[config.mk]
export PLATFORM = sky130hd
export DESIGN_NAME = conv_window_buffer
export DESIGN_NICKNAME = d
export VERILOG_FILES = /design/src/rtl/conv_window_buffer.sv
export SDC_FILE = /design/constraint.sdc
export NUM_CORES = 1
export LEC_CHECK = 0
export ABC_AREA = 1
export ABC_CLOCK_PERIOD_IN_PS = 1550
export CORE_MARGIN = 4
export CORE_UTILIZATION = 54
export CTS_CLUSTER_DIAMETER = 100
export DETAILED_ROUTE_END_ITERATION = 6
export PLACE_DENSITY = 0.87
export SETUP_SLACK_MARGIN = 0.5
export SKIP_LAST_GASP = 1
export SLEW_MARGIN = 10
export SYNTH_ARGS = -nofsm -noshare
export SYNTH_HDL_FRONTEND = slang
export SYNTH_SLANG_ARGS = --single-unit
export TNS_END_PERCENT = 1
[constraint.sdc]
create_clock -name S_AXIS_ACLK -period 1.55 [get_ports S_AXIS_ACLK]
set_input_delay 0.155 -clock S_AXIS_ACLK [delete_from_list [all_inputs] [get_ports S_AXIS_ACLK]]
set_output_delay 0.155 -clock S_AXIS_ACLK [all_outputs]
set_load 0.05 [all_outputs]
[src/rtl/conv_window_buffer.sv]
// Streaming 3x3 sliding-window generator: buffers two image lines, gates pixel
// intake on the conv FSM's phase grants and reports phase-completion strobes.
module conv_window_buffer #(
  parameter int DATA_W = 8,
  parameter int IMG_W  = 28,
  parameter int IMG_H  = 28,
  localparam int RW = $clog2(IMG_H),
  localparam int CW = $clog2(IMG_W)
) (
  input  logic                S_AXIS_ACLK,
  input  logic                S_AXIS_ARESETN,
  input  logic [DATA_W-1:0]   S_AXIS_TDATA,
  input  logic                S_AXIS_TVALID,
  input  logic                S_AXIS_TLAST,
  output logic                S_AXIS_TREADY,
  input  logic                fill_en,
  input  logic                calc_en,
  input  logic                wrap_en,
  output logic                din_valid,
  output logic                fill_done,
  output logic                row_done,
  output logic                wrap_done,
  output logic                frame_done,
  output logic [9*DATA_W-1:0] win_data,
  output logic [RW-1:0]       win_row,
  output logic [CW-1:0]       win_col,
  output logic                win_valid,
  output logic                proto_err
);

  localparam logic [RW-1:0] ROW_LAST = RW'(IMG_H - 1);
  localparam logic [CW-1:0] COL_LAST = CW'(IMG_W - 1);

  logic [RW-1:0]       row_q, row_d;
  logic [CW-1:0]       col_q, col_d;
  logic                last_row_q, last_row_d;
  logic                eof_hold_q, eof_hold_d;
  logic                proto_err_q, proto_err_d;
  logic [DATA_W-1:0]   line0_q [IMG_W];
  logic [DATA_W-1:0]   line0_d [IMG_W];
  logic [DATA_W-1:0]   line1_q [IMG_W];
  logic [DATA_W-1:0]   line1_d [IMG_W];
  logic [9*DATA_W-1:0] sw_q, sw_d;
  logic [9*DATA_W-1:0] win_data_q, win_data_d;
  logic                win_valid_q, win_valid_d;
  logic [RW-1:0]       win_row_q, win_row_d;
  logic [CW-1:0]       win_col_q, win_col_d;

  logic [1:0] grant_cnt;
  logic       one_grant, multi_grant, hold, tready, accept, last_px, win_fire;

  always_comb begin
    grant_cnt   = 2'(fill_en) + 2'(calc_en) + 2'(wrap_en);
    one_grant   = (grant_cnt == 2'd1);
    multi_grant = (grant_cnt >= 2'd2);
    // eof_hold_q keeps the hold alive after last_row clears, for as long as wrap_en stays high
    hold        = wrap_en && (last_row_q || eof_hold_q);
    tready      = one_grant && !hold;
    accept      = S_AXIS_TVALID && tready;
    last_px     = (row_q == ROW_LAST) && (col_q == COL_LAST);
    win_fire    = accept && (row_q >= RW'(2)) && (col_q >= CW'(2));
  end

  assign S_AXIS_TREADY = tready;
  assign din_valid     = S_AXIS_TVALID && !(fill_en || calc_en || wrap_en);
  assign fill_done     = accept && fill_en && (row_q == RW'(2)) && (col_q == CW'(2));
  assign row_done      = accept && calc_en && (col_q == COL_LAST);
  assign wrap_done     = (accept && wrap_en && (col_q == CW'(1))) || hold;
  assign frame_done    = hold;
  assign win_data      = win_data_q;
  assign win_row       = win_row_q;
  assign win_col       = win_col_q;
  assign win_valid     = win_valid_q;
  assign proto_err     = proto_err_q;

  always_comb begin
    row_d       = row_q;
    col_d       = col_q;
    last_row_d  = last_row_q;
    eof_hold_d  = hold;
    proto_err_d = proto_err_q || multi_grant || (accept && (S_AXIS_TLAST != last_px));
    line0_d     = line0_q;
    line1_d     = line1_q;
    sw_d        = sw_q;
    win_data_d  = win_data_q;
    win_row_d   = win_row_q;
    win_col_d   = win_col_q;
    win_valid_d = win_fire;

    if (hold) begin
      row_d      = '0;
      col_d      = '0;
      last_row_d = 1'b0;
    end

    if (accept) begin
      if (col_q == COL_LAST) begin
        col_d = '0;
        if (row_q == ROW_LAST) begin
          row_d      = '0;
          last_row_d = 1'b1;
        end else begin
          row_d = row_q + RW'(1);
        end
      end else begin
        col_d = col_q + CW'(1);
      end

      // line0 tail is the pixel one row above, line1 tail two rows above
      line0_d[0] = S_AXIS_TDATA;
      line1_d[0] = line0_q[IMG_W-1];
      for (int i = 1; i < IMG_W; i++) begin
        line0_d[i] = line0_q[i-1];
        line1_d[i] = line1_q[i-1];
      end

      for (int r = 0; r < 3; r++) begin
        for (int c = 0; c < 2; c++) begin
          sw_d[(3*r+c)*DATA_W +: DATA_W] = sw_q[(3*r+c+1)*DATA_W +: DATA_W];
        end
      end
      sw_d[2*DATA_W +: DATA_W] = line1_q[IMG_W-1];
      sw_d[5*DATA_W +: DATA_W] = line0_q[IMG_W-1];
      sw_d[8*DATA_W +: DATA_W] = S_AXIS_TDATA;
    end

    if (win_fire) begin
      win_data_d = sw_d;
      win_row_d  = row_q - RW'(2);
      win_col_d  = col_q - CW'(2);
    end
  end

  always_ff @(posedge S_AXIS_ACLK or negedge S_AXIS_ARESETN) begin
    if (!S_AXIS_ARESETN) begin
      row_q       <= '0;
      col_q       <= '0;
      last_row_q  <= 1'b0;
      eof_hold_q  <= 1'b0;
      proto_err_q <= 1'b0;
      for (int i = 0; i < IMG_W; i++) begin
        line0_q[i] <= '0;
        line1_q[i] <= '0;
      end
      sw_q        <= '0;
      win_data_q  <= '0;
      win_row_q   <= '0;
      win_col_q   <= '0;
      win_valid_q <= 1'b0;
    end else begin
      row_q       <= row_d;
      col_q       <= col_d;
      last_row_q  <= last_row_d;
      eof_hold_q  <= eof_hold_d;
      proto_err_q <= proto_err_d;
      line0_q     <= line0_d;
      line1_q     <= line1_d;
      sw_q        <= sw_d;
      win_data_q  <= win_data_d;
      win_row_q   <= win_row_d;
      win_col_q   <= win_col_d;
      win_valid_q <= win_valid_d;
    end
  end

endmodule

# == Word level (Yosys, flattened, before mapping) ==
# Index checks and enable logic that the tools add are counted.
# op_classes
n_addsub,6
mul,0
n_div,0
n_lt_le_gt_ge,3
eq_ne,7
n_shift,0
muxes,12
n_bitwise,0
n_reduce_logical,24
# ops
operator,n
$mux 72,1
$mux 5,7
$logic_and 1x1->1,15
$add 5x1->5 const B,2
$eq 5x2->1 const B,2
$eq 5x5->1 const B,2
$ge 5x2->1 const B,2
$sub 5x2->5 const B,2
$logic_or 1x1->1,6
$eq 5x1->1 const B,1
$mux 1,4
$add 1x1->2,1
$add 2x1->2,1
$eq 2x1->1 const B,1
$ge 2x2->1 const B,1
$logic_not 1->1,2
$reduce_bool 2->1,1
$ne 1x1->1,1
# word_totals
ff_bits,616
latchBits,0
mem_bits_rw,0
romBits,0
input_bits,15
output_inout_bits,90
wordCells,118
memories,0

# == Depth between registers and ports, before layout ==
# Gate-level depths: netlist (run 1).
# logic_depth
word_depth,8
depth_mapped,12
depth_no_buf,9

# == Least setup slack after synthesis (run 1) ==
# No wires, ideal clock.
# synth_path
kind,input to output
start,input fill_en
end,output fill_done
t_arrival_ps,2882
t_required_ps,1395
setup_slack_ps,-1487
path_stages,8
n_path_buf,3
path_cell_list,inv_1 fa_1 nor2_1 nand3_2 buf_2 buf_2 buf_2 nor4_1
# synth_between
elab_chain_cells,8
# synth_rtl
element,line,source
start: declaration,16,"input logic fill_en,"
$add 1x1->2,53,grant_cnt = 2'(fill_en) + 2'(calc_en) + 2'(wrap_en);
$add 2x1->2,53,
$eq 2x1->1,54,one_grant = (grant_cnt == 2'd1);
$logic_and 1x1->1,58,tready = one_grant && !hold;
$logic_and 1x1->1,59,accept = S_AXIS_TVALID && tready;
$logic_and 1x1->1 (*) (3 in series),66,assign fill_done = accept && fill_en && (row_q == RW'(2)) && (col_q == CW'(2));
end: declaration,20,"output logic fill_done,"
# Every way passes the cells marked *; elsewhere a longest branch is shown, timed or not.

# == Worst setup path after layout (run 1) ==
# layout_path
start,register eof_hold_q
end,output wrap_done
# layout_between
elab_chain_cells,8
# layout_rtl
element,line,source
start: declaration,37,"logic eof_hold_q, eof_hold_d;"
start signal: assignment,154,eof_hold_q <= eof_hold_d;
$logic_or 1x1->1 (*),57,hold = wrap_en && (last_row_q || eof_hold_q);
$logic_and 1x1->1 (*),57,
$logic_not 1->1,58,
$logic_and 1x1->1,58,
$logic_and 1x1->1,59,
$logic_and 1x1->1 (2 in series),68,assign wrap_done = (accept && wrap_en && (col_q == CW'(1))) || hold;
$logic_or 1x1->1 (*),68,
end: declaration,22,"output logic wrap_done,"
# Marked as above.

==> metrics.txt, run 1 <==
status finished with violations; failing checks DRC, setup timing; Worst R2R End line1_q[145]$_DFFE_PN0P_; Placement Setup Slack -1.08 ns; Core ar. 44,100 um^2; Startpoint Class flop; Placement Cell Area 26,400 um^2; syn nets 2,571; commonest cells in the netlist 784 x nand2_1, 616 x dfrtp_1, 465 x o21ai_0; IO Port Bufs 104; clock sink count 616; Synth cell types 23; clock slew at reported path FFs 0.07 ns; Area growth syn-to-layout 21.4%; Yosys top cell by area dfrtp_1; 1st-pass router iterations 7; Post-Synth Simple-Gate Area 15.0%; CTS H-tree depth 2; row count 77; Initial DRC Count 2,599; Num CTS Buffers 56; filler instances 2,890; met2 Use GR 43.7%; Seq/Total Area, Yosys 64.2%; Max clock buf depth 3; via count 19,353; VDD IR max 1820 uV; adder-cell share of the synthesized area 0.552%; DRC viols 2; CP Class flop to output pin; worst skew pair latency 0.61 ns; P_leak 14.3 nW; XOR/XNOR Fraction of Synth Area 0.292%; CTS tree built; share of cells above drive strength 1 13.6%; Starting Density 54.4%; vias per cell 5.79; r2r worst-path depth 9; FF+latch count, synth 616; main combinational cell family by area after synthesis simple AND/OR/NAND/NOR gates; global-route usage over all layers 26.1%; crit path max fanout 14; synthesized area per cell 9.43 um^2; Setup Total Neg Slack -162.85 ns; global-route wire length before repair 102 mm; crit path cell chain o21ai_4 -> buf_4 -> buf_6 -> buf_12 -> nand2_1 -> nand2_1 -> inv_1 -> buf_12; n_diodes 0; Final Hold Viols 0; Post-synth EDFFs 0; drt wl/cell 19.8 um; total gr overflow 0; worst slew pin tran 0.435 ns; nets@finish 2,736; Period minus WS final 2.14 ns; most common cell in the netlist nand2_1; Routed Antenna Nets 0; Placed Instances 3,202; area share of the largest cell type after synthesis 64.2%; Synth Warn # 0; top cells by area, synth dfrtp_1 64%, nand2_1 12%, o21ai_0 9.7%, inv_1 4.9%, o21bai_1 2.3%; met1 GRT Util 33.1%; Pins Over Slew Limit 0; family with the most delay on the worst path buffers and inverters; GR peak layer met2; DP HPWL 33.2 mm; worst r2r src eof_hold_q$_DFF_PN0_; Post-Route Skew 0.0440 ns; Root Buffer clkbuf_16; GPL Wtd Cong 0.845; Total Power 60.0 mW; RSZ-0062 raised after global routing yes; Die Span Y 219 um; Syn Inst Count 2,546; GR Layer Usage met3 5.29%; Synth async-reset ratio 100%; IO Count 105; Max-slew headroom 70.7%; Die ar. 47,900 um^2; WP data required 1.39 ns; pin count of the biggest net entering global routing 87; initial antenna violation count 0; reported max-cap violation count 0; Slowest cell on crit path dfrtp_1; period utilization 138%; worst reg2reg setup slack -0.50 ns; ys flop type dfrtp_1; die width 219 um; worst min path class input port to asynchronous set/reset pin; Max Freq 0.467 GHz; final wirelength 66.1 mm; cell area after layout 29,200 um^2; vias in the first global route 19,733; CP Data Arrival Time 1.99 ns; delay of the slowest critical-path stage 0.42 ns; Pwr Density 2060 nW/um^2; Crit path buffers/inverters 5; Netlist Area Pre-Place 24,000 um^2; Compound-Gate Fraction of Synth Area 12.0%; critical path depth 8; Finished Layout Cells 3,341; final-report setup violation count 613; setup slack after layout -0.590 ns; CP endpoint kind output pin; mux cell area share after synthesis 0%
## worst register-to-register path: cells and delay by family, from the launching register on
| kind | cells | cell delay (ns) |
|---|---|---|
| buffers and inverters | 5 | 0.81 |
| DFF | 1 | 0.42 |
| AOI/OAI and AO/OA | 2 | 0.39 |
| and+or+nand+nor | 2 | 0.27 |
## what timing repair did
action	in CTS	in global routing
endpoints found under the setup margin	706	706
hold buffers	1	0
gates resized for setup	56	22
cloned	14	5
pin swaps	12	5
setup buffers	13	10
hold endpoints to repair	369	0
## flip-flops by register name (all words and copies together), names as in the netlist, 5 cells and up
signal	count
line0_q	224
line1_q	224
sw_q	72
win_data	72
col_q	5
row_q	5
win_col	5
win_row	5
## metrics by stage
| step | hold slack [ns] | utilization, % |
|---|---|---|
| after floorplan | -0.141 | - |
| after global placement | 0.0513 | 59.8 |
| after detailed placement | 0.0551 | 59.8 |
| after CTS | 0.0584 | 65.6 |
| after global routing | 0.0515 | 66.1 |
| final | 0.0394 | 66.1 |
## placed cells by master, fill, tap and decap left out, types with 8 or more instances in the layout
cell type and count:
nand2_1 774, dfrtp_1 614, o21ai_0 461, inv_1 309, buf_4 176, nand4_1 74, o21bai_1 71, clkbuf_16 61
buf_12 47, nand3_1 24, clkbuf_1 13, clkinv_2 11, clkbuf_8 11, bufbuf_16 10, buf_16 9, clkdlybuf4s50_1 9
xor2_1 8
## per-layer routing
layer  vias up  share of wire [%]
li1       8329                  -
met1      9453                 36
met2      1205                 49
met3       366                8.6
met4         0                6.0
met5         -                  0
## cell type report
type                    count  area [um^2]  area share (%)
clock buffers              81         1630            5.58
repair buffers            269         3170            10.9
well taps                 592          741            2.54
inverters                 315         1220            4.17
clock inverters            15          153           0.523
flip-flops and latches    616        15400            52.9
multi-input cells        1453         6830            23.4
## worst max-delay path by stage
stage | startpoint | end | slack (ns)
after CTS | row_q[2]$_DFF_PN0_ | fill_done | -0.59
after floorplan | wrap_en | fill_done | -0.49
after global placement | wrap_en | S_AXIS_TREADY | -0.93
final | eof_hold_q$_DFF_PN0_ | wrap_done | -0.59
after detailed placement | wrap_en | line1_q[157]$_DFFE_PN0P_ | -1.08
after global routing | last_row_q$_DFF_PN0_ | fill_done | -0.66
## power breakdown
group | internal (mW) | switching [mW] | total, mW
logic | 6.32 | 12.8 | 19.1
registers | 23.1 | 4.00 | 27.1
clock network | 7.73 | 6.10 | 13.8
total | 37.2 | 22.9 | 60.0
## logic make-up (layout without fill, tap and decap cells)
logic type | count (synthesis) | after routing
compound gates | 539 | 539
xor+xnor | 8 | 8
fa+ha+maj | 10 | 10
buf+inv | 477 | 680
flops | 616 | 616
simple gates | 896 | 896
Power figures use the tool's default switching activity.
==> inputs of run 2 (changes only) <==
--- a/config.mk
+++ b/config.mk
@@ -7,6 +7,7 @@
 export LEC_CHECK = 0
 export ABC_AREA = 1
 export ABC_CLOCK_PERIOD_IN_PS = 1550
+export CAP_MARGIN = 20
 export CORE_MARGIN = 4
 export CORE_UTILIZATION = 54
 export CTS_CLUSTER_DIAMETER = 100
==> results of run 2 <==
Same layout as run 1: the final DEF is identical, and so are final timing and power.
==> variant 1, RTL diff (config.mk and constraints of run 2) <==
Put one more register stage on the output `proto_err`, with the module's reset. The value now appears one clock later. The other outputs are not delayed to match.
--- a/src/rtl/conv_window_buffer.sv
+++ b/src/rtl/conv_window_buffer.sv
@@ -73,3 +73,9 @@
   assign win_valid     = win_valid_q;
-  assign proto_err     = proto_err_q;
+  always_ff @(posedge S_AXIS_ACLK or negedge S_AXIS_ARESETN) begin
+    if (!S_AXIS_ARESETN) begin
+      proto_err <= '0;
+    end else begin
+      proto_err <= proto_err_q;
+    end
+  end
 
Check against the original RTL: not equivalent (a bounded check fails within 4 cycles, from zero or initial values and one cycle with S_AXIS_ARESETN low).
==> variant 1 against run 2 <==
The flow finishes with violations (negative setup slack). Wire length is 4.7% lower. Register-to-register slack gained 0.02 ns. Utilization shrank 0.22 points. Worst hold slack improved by 0.015 ns. Power rose by 2.6%. Via count decreased by 1.6%. Highest routed layer unchanged. Maximum frequency is 2.6% lower. Area after synthesis is essentially flat. Worst setup slack worse by 0.057 ns. Cell count fell by 0.18%. Sequential cell count grew 1. Cell area down 0.33%. Clock power increased by 10%.
==> variant 1: results (changes against run 2) <==
| Metric | Value |
|---|---|
| Compound-Gate Fraction of Synth Area | `12.0% (about the same)` |
| CP peak stage delay | `0.45 ns (was 0.42 ns)` |
| Post-Synth Adder-Cell Area | `0.552% (about the same)` |
| CP max stage cell | `dfrtp_2 (was dfrtp_1)` |
| Largest delay share family, worst path | `flip-flops (was buffers and inverters)` |
| Worst clock skew | `0.0178 ns (was 0.0440 ns)` |
| Initial DRC Count | `2,371 (was 2,599)` |
| Failing checks | `negative setup slack (was design-rule violations, negative setup slack)` |
| Largest net degree at the start of global routing | `74 (was 87)` |
| Share of cells above drive strength 1 | `12.9% (was 13.6%)` |
| Pleak | `14.2 nW (was 14.3 nW)` |
| Tot GR Track Use | `25.8% (was 26.1%)` |
| Final setup vio count | `549 (was 613)` |
| Via Count | `19,000 (was 19,400)` |
| Fin nets | `2,721 (was 2,736)` |
| Post-route setup slack | `-0.648 ns (was -0.590 ns)` |
| Post-synth top cells | `791 x nand2_1, 617 x dfrtp_1, 466 x o21ai_0 (was 784 x nand2_1, 616 x dfrtp_1, 465 x o21ai_0)` |
| Share of the yosys chip area belonging to registers | `64.3% (was 64.2%)` |
| DP Area | `26,300 um2 (was 26,400 um2)` |
| First-pass GRT wire length | `101,000 um (was 102,000 um)` |
| Status | `complete, but fails checks (unchanged)` |
| Syn Nets | `2,576 (was 2,571)` |
| WP data arrival | `2.04 ns (was 1.99 ns)` |
| CP Max Fanout | `4 (was 14)` |
| Peak supply drop | `1410 uV (was 1820 uV)` |
## variant 1: cell types whose count changed after synthesis, sizes merged, moves of 2 or more
cell,run 2,this run
buf,82,78
nand2,784,791
clkbuf,80,83
nand3,25,21
inv,315,317
## variant 1: cell families (layout without fill, tap and decap cells)
family	after synthesis	count (layout)
buffers and inverters	478	670
DFF	617	617
and+or+nand+nor	899	899
AOI/OAI and AO/OA	540	540
xor gates and xnor gates	7	7
adders and majority gates	10	10
## variant 1: area by class of cell
type | count | share of cell area, %
multi-input combinational | 1456 | 23.5
clock buffer | 88 | 5.90
timing repair buffer | 246 | 9.63
tap | 592 | 2.55
sequential | 617 | 53.1
inverter | 317 | 4.21
clock inverter | 19 | 1.05
## variant 1: final timing paths
| check | endpoint | slack, ns | cells past startpoint |
|---|---|---|---|
| worst max-delay path | fill_done | -0.65 | 5 |
| worst min-delay path | line1_q[25]$_DFFE_PN0P_ | 0.05 | 2 |
| worst max register to register | line0_q[122]$_DFFE_PN0P_ | -0.48 | 10 |
| worst min register to register | proto_err$_DFF_PN0_ | 0.39 | 0 |
| max in group asynchronous | win_data[36]$_DFFE_PN0P_ | 0.71 | 3 |
| min in group S_AXIS_ACLK | last_row_q$_DFF_PN0_ | 0.15 | 5 |
## variant 1: where the power goes
part,internal [mW],switching [mW],total [mW]
sequential,23.2,3.87,27.0
combinational,6.61,12.8,19.4
clock,8.95,6.21,15.2
## variant 1: metrics by stage
stage	TNS [ns]	worst slack, ns	util (%)	cells	hold slack, ns
2_1_floorplan	-25.78	-0.482	-	2551	-0.141
3_3_place_gp	-476.45	-0.881	59.6	3194	0.0608
3_5_place_dp	-508.10	-1.01	59.6	3194	0.0594
4_1_cts	-101.83	-0.584	65.5	3327	0.0607
5_1_grt	-175.93	-0.723	65.9	3335	0.0732
6_report	-142.85	-0.648	65.9	3335	0.0542
## variant 1: routing by layer
layer  wire [um]  vias up  share of wire [%]  track usage, %
met5           0        -                  0               0
li1            -     8319                  -               -
met3        4700      282                7.5            5.04
met4        3200        0                5.1            11.5
met2       31700     1047                 50            43.9
met1       23400     9387                 37            32.2
## variant 1: what timing repair did
action / in CTS / in global routing
endpoints found under the hold margin: 616 / 0
setup endpoints to repair: 706 / 706
buffers inserted: 17 / 2
pin swaps: 14 / 1
hold buffers: 1 / 0
gates cloned: 8 / 6
resized for setup: 36 / 9
==> variant 2, RTL diff (config.mk and constraints of run 2) <==
Without the edit above. `IMG_H`: 28 -> 56.
--- a/src/rtl/conv_window_buffer.sv
+++ b/src/rtl/conv_window_buffer.sv
@@ -5,3 +5,3 @@
   parameter int IMG_W  = 28,
-  parameter int IMG_H  = 28,
+  parameter int IMG_H  = 56,
   localparam int RW = $clog2(IMG_H),
Ports: changed (resized win_row); port bits go from 105 to 106. The function was not compared with the original's and may differ.
==> variant 2 against run 2 <==
The flow still finishes with violations (design-rule violations, negative setup slack). Wire length is 2.5% lower. Sequential cell count is 2 higher. Worst hold slack better by 0.0043 ns. Clock power hardly changed. Power is 15% lower. Largest cell class unchanged. Utilization is 0.36 points higher. Area after synthesis is 1.7% lower. Cell area is 1.6% lower. Worst setup slack worse by 0.13 ns.
==> variant 2: results (changes against run 2) <==
| Metric | Value |
|---|---|
| CP Max Fanout | `2 (was 14)` |
| Post-synth top cells | `774 x nand2_1, 618 x dfrtp_1, 288 x o21ai_0 (was 784 x nand2_1, 616 x dfrtp_1, 465 x o21ai_0)` |
| Post-route setup slack | `-0.720 ns (was -0.590 ns)` |
| Top cells by area, synth | `dfrtp_1 65%, nand2_1 12%, o21ai_0 6.1% (was dfrtp_1 64%, nand2_1 12%, o21ai_0 9.7%)` |
| Synth Area in XOR/XNOR | `0.408% (was 0.292%)` |
| Final GP Congestion | `0.870 (was 0.845)` |
| Via density | `5.89 (was 5.79)` |
| Initial DRC Count | `2,533 (was 2,599)` |
| First-pass GRT wire length | `101,000 um (was 102,000 um)` |
| Fin nets | `2,675 (was 2,736)` |
| Worst r2r path cells | `11 (was 9)` |
| Share of cells above drive strength 1 | `14.8% (was 13.6%)` |
| R2R Setup Slk | `-0.52 ns (was -0.50 ns)` |
| Yosys cell types | `26 (was 23)` |
| Largest net degree at the start of global routing | `71 (was 87)` |
| Number of remaining DRC errors | `12 (was 2)` |
| Peak supply drop | `1130 uV (was 1820 uV)` |
| Tot GR Track Use | `25.9% (was 26.1%)` |
| Slew @ Worst Pin | `0.399 ns (was 0.435 ns)` |
| Post-DP HPWL | `34,600 um (was 33,200 um)` |
| Compound-Gate Fraction of Synth Area | `9.68% (was 12.0%)` |
| Failing checks | `design-rule violations, negative setup slack (unchanged)` |
| Syn Nets | `2,489 (was 2,571)` |
| Vias in the first global route | `19,700 (about the same)` |
| Worst clock skew | `0.0216 ns (was 0.0440 ns)` |
| Worst R2R Start | `col_q[1]$_DFFE_PN0P_ (was eof_hold_q$_DFF_PN0_)` |
| Status | `complete, but fails checks (unchanged)` |
| Final setup vio count | `622 (was 613)` |
| Port bufs | `105 (was 104)` |
| DR WL/cell | `19.7 um (was 19.8 um)` |
| FF-to-FF End | `win_data[17]$_DFFE_PN0P_ (was line1_q[145]$_DFFE_PN0P_)` |
| PostCTS Resize Cnt | `32 (was 56)` |
| Pleak | `14.3 nW (about the same)` |
| Share of the yosys chip area belonging to registers | `65.5% (was 64.2%)` |
| Pre-CTS setup slack | `-0.994 ns (was -1.08 ns)` |
| Post-Synth Adder-Cell Area | `0.562% (was 0.552%)` |
| Setup bufs post-CTS | `14 (was 13)` |
## variant 2: cells by family after synthesis
group                    Yosys count
AND/OR/NAND/NOR                  965
flip-flops                       618
adder cells (fa/ha/maj)           10
AO/OA/AOI/OAI                    455
XOR/XNOR                          11
buffers and inverters            405
## variant 2: worst max-delay path by stage
stage                    startpoint                      end  slack [ns]  cells past startpoint
6_report       col_q[2]$_DFFE_PN0P_                 row_done       -0.72                      9
5_1_grt        col_q[2]$_DFFE_PN0P_                 row_done       -0.75                      9
4_1_cts        col_q[0]$_DFFE_PN0P_                 row_done       -0.59                      9
3_5_place_dp                wrap_en  line1_q[88]$_DFFE_PN0P_       -0.99                     11
3_3_place_gp                wrap_en  line1_q[58]$_DFFE_PN0P_       -0.88                     10
2_1_floorplan               wrap_en                fill_done       -0.35                      8
## variant 2: power by group
part | total, mW | internal (mW) | switching, mW
Clock | 13.8 | 7.67 | 6.14
Combinational | 11.4 | 4.08 | 7.28
Sequential | 26.0 | 22.6 | 3.44
## variant 2: layer usage
layer / GRT usage, % / vias up / part of all wire [%]
met5: 0 / - / 0
met4: 11.8 / 0 / 6.0
met3: 4.01 / 381 / 7.3
met2: 45.2 / 1212 / 51
met1: 32.2 / 9491 / 36
li1: - / 8200 / -
## variant 2: final cells by class
type	count	area, um2
Clock buffer	78	1600
Clock inverter	20	194
Fill cell	2749	14500
Inverter	247	965
Multi-Input combinational cell	1441	6700
Sequential cell	618	15500
Tap cell	585	732
Timing Repair Buffer	286	3030
## variant 2: stage by stage
step           hold slack (ns)  cells
6_report                0.0436   3275
5_1_grt                 0.0516   3275
4_1_cts                 0.0472   3261
3_5_place_dp            0.0799   3146
3_3_place_gp            0.0754   3146
2_1_floorplan           -0.141   2464
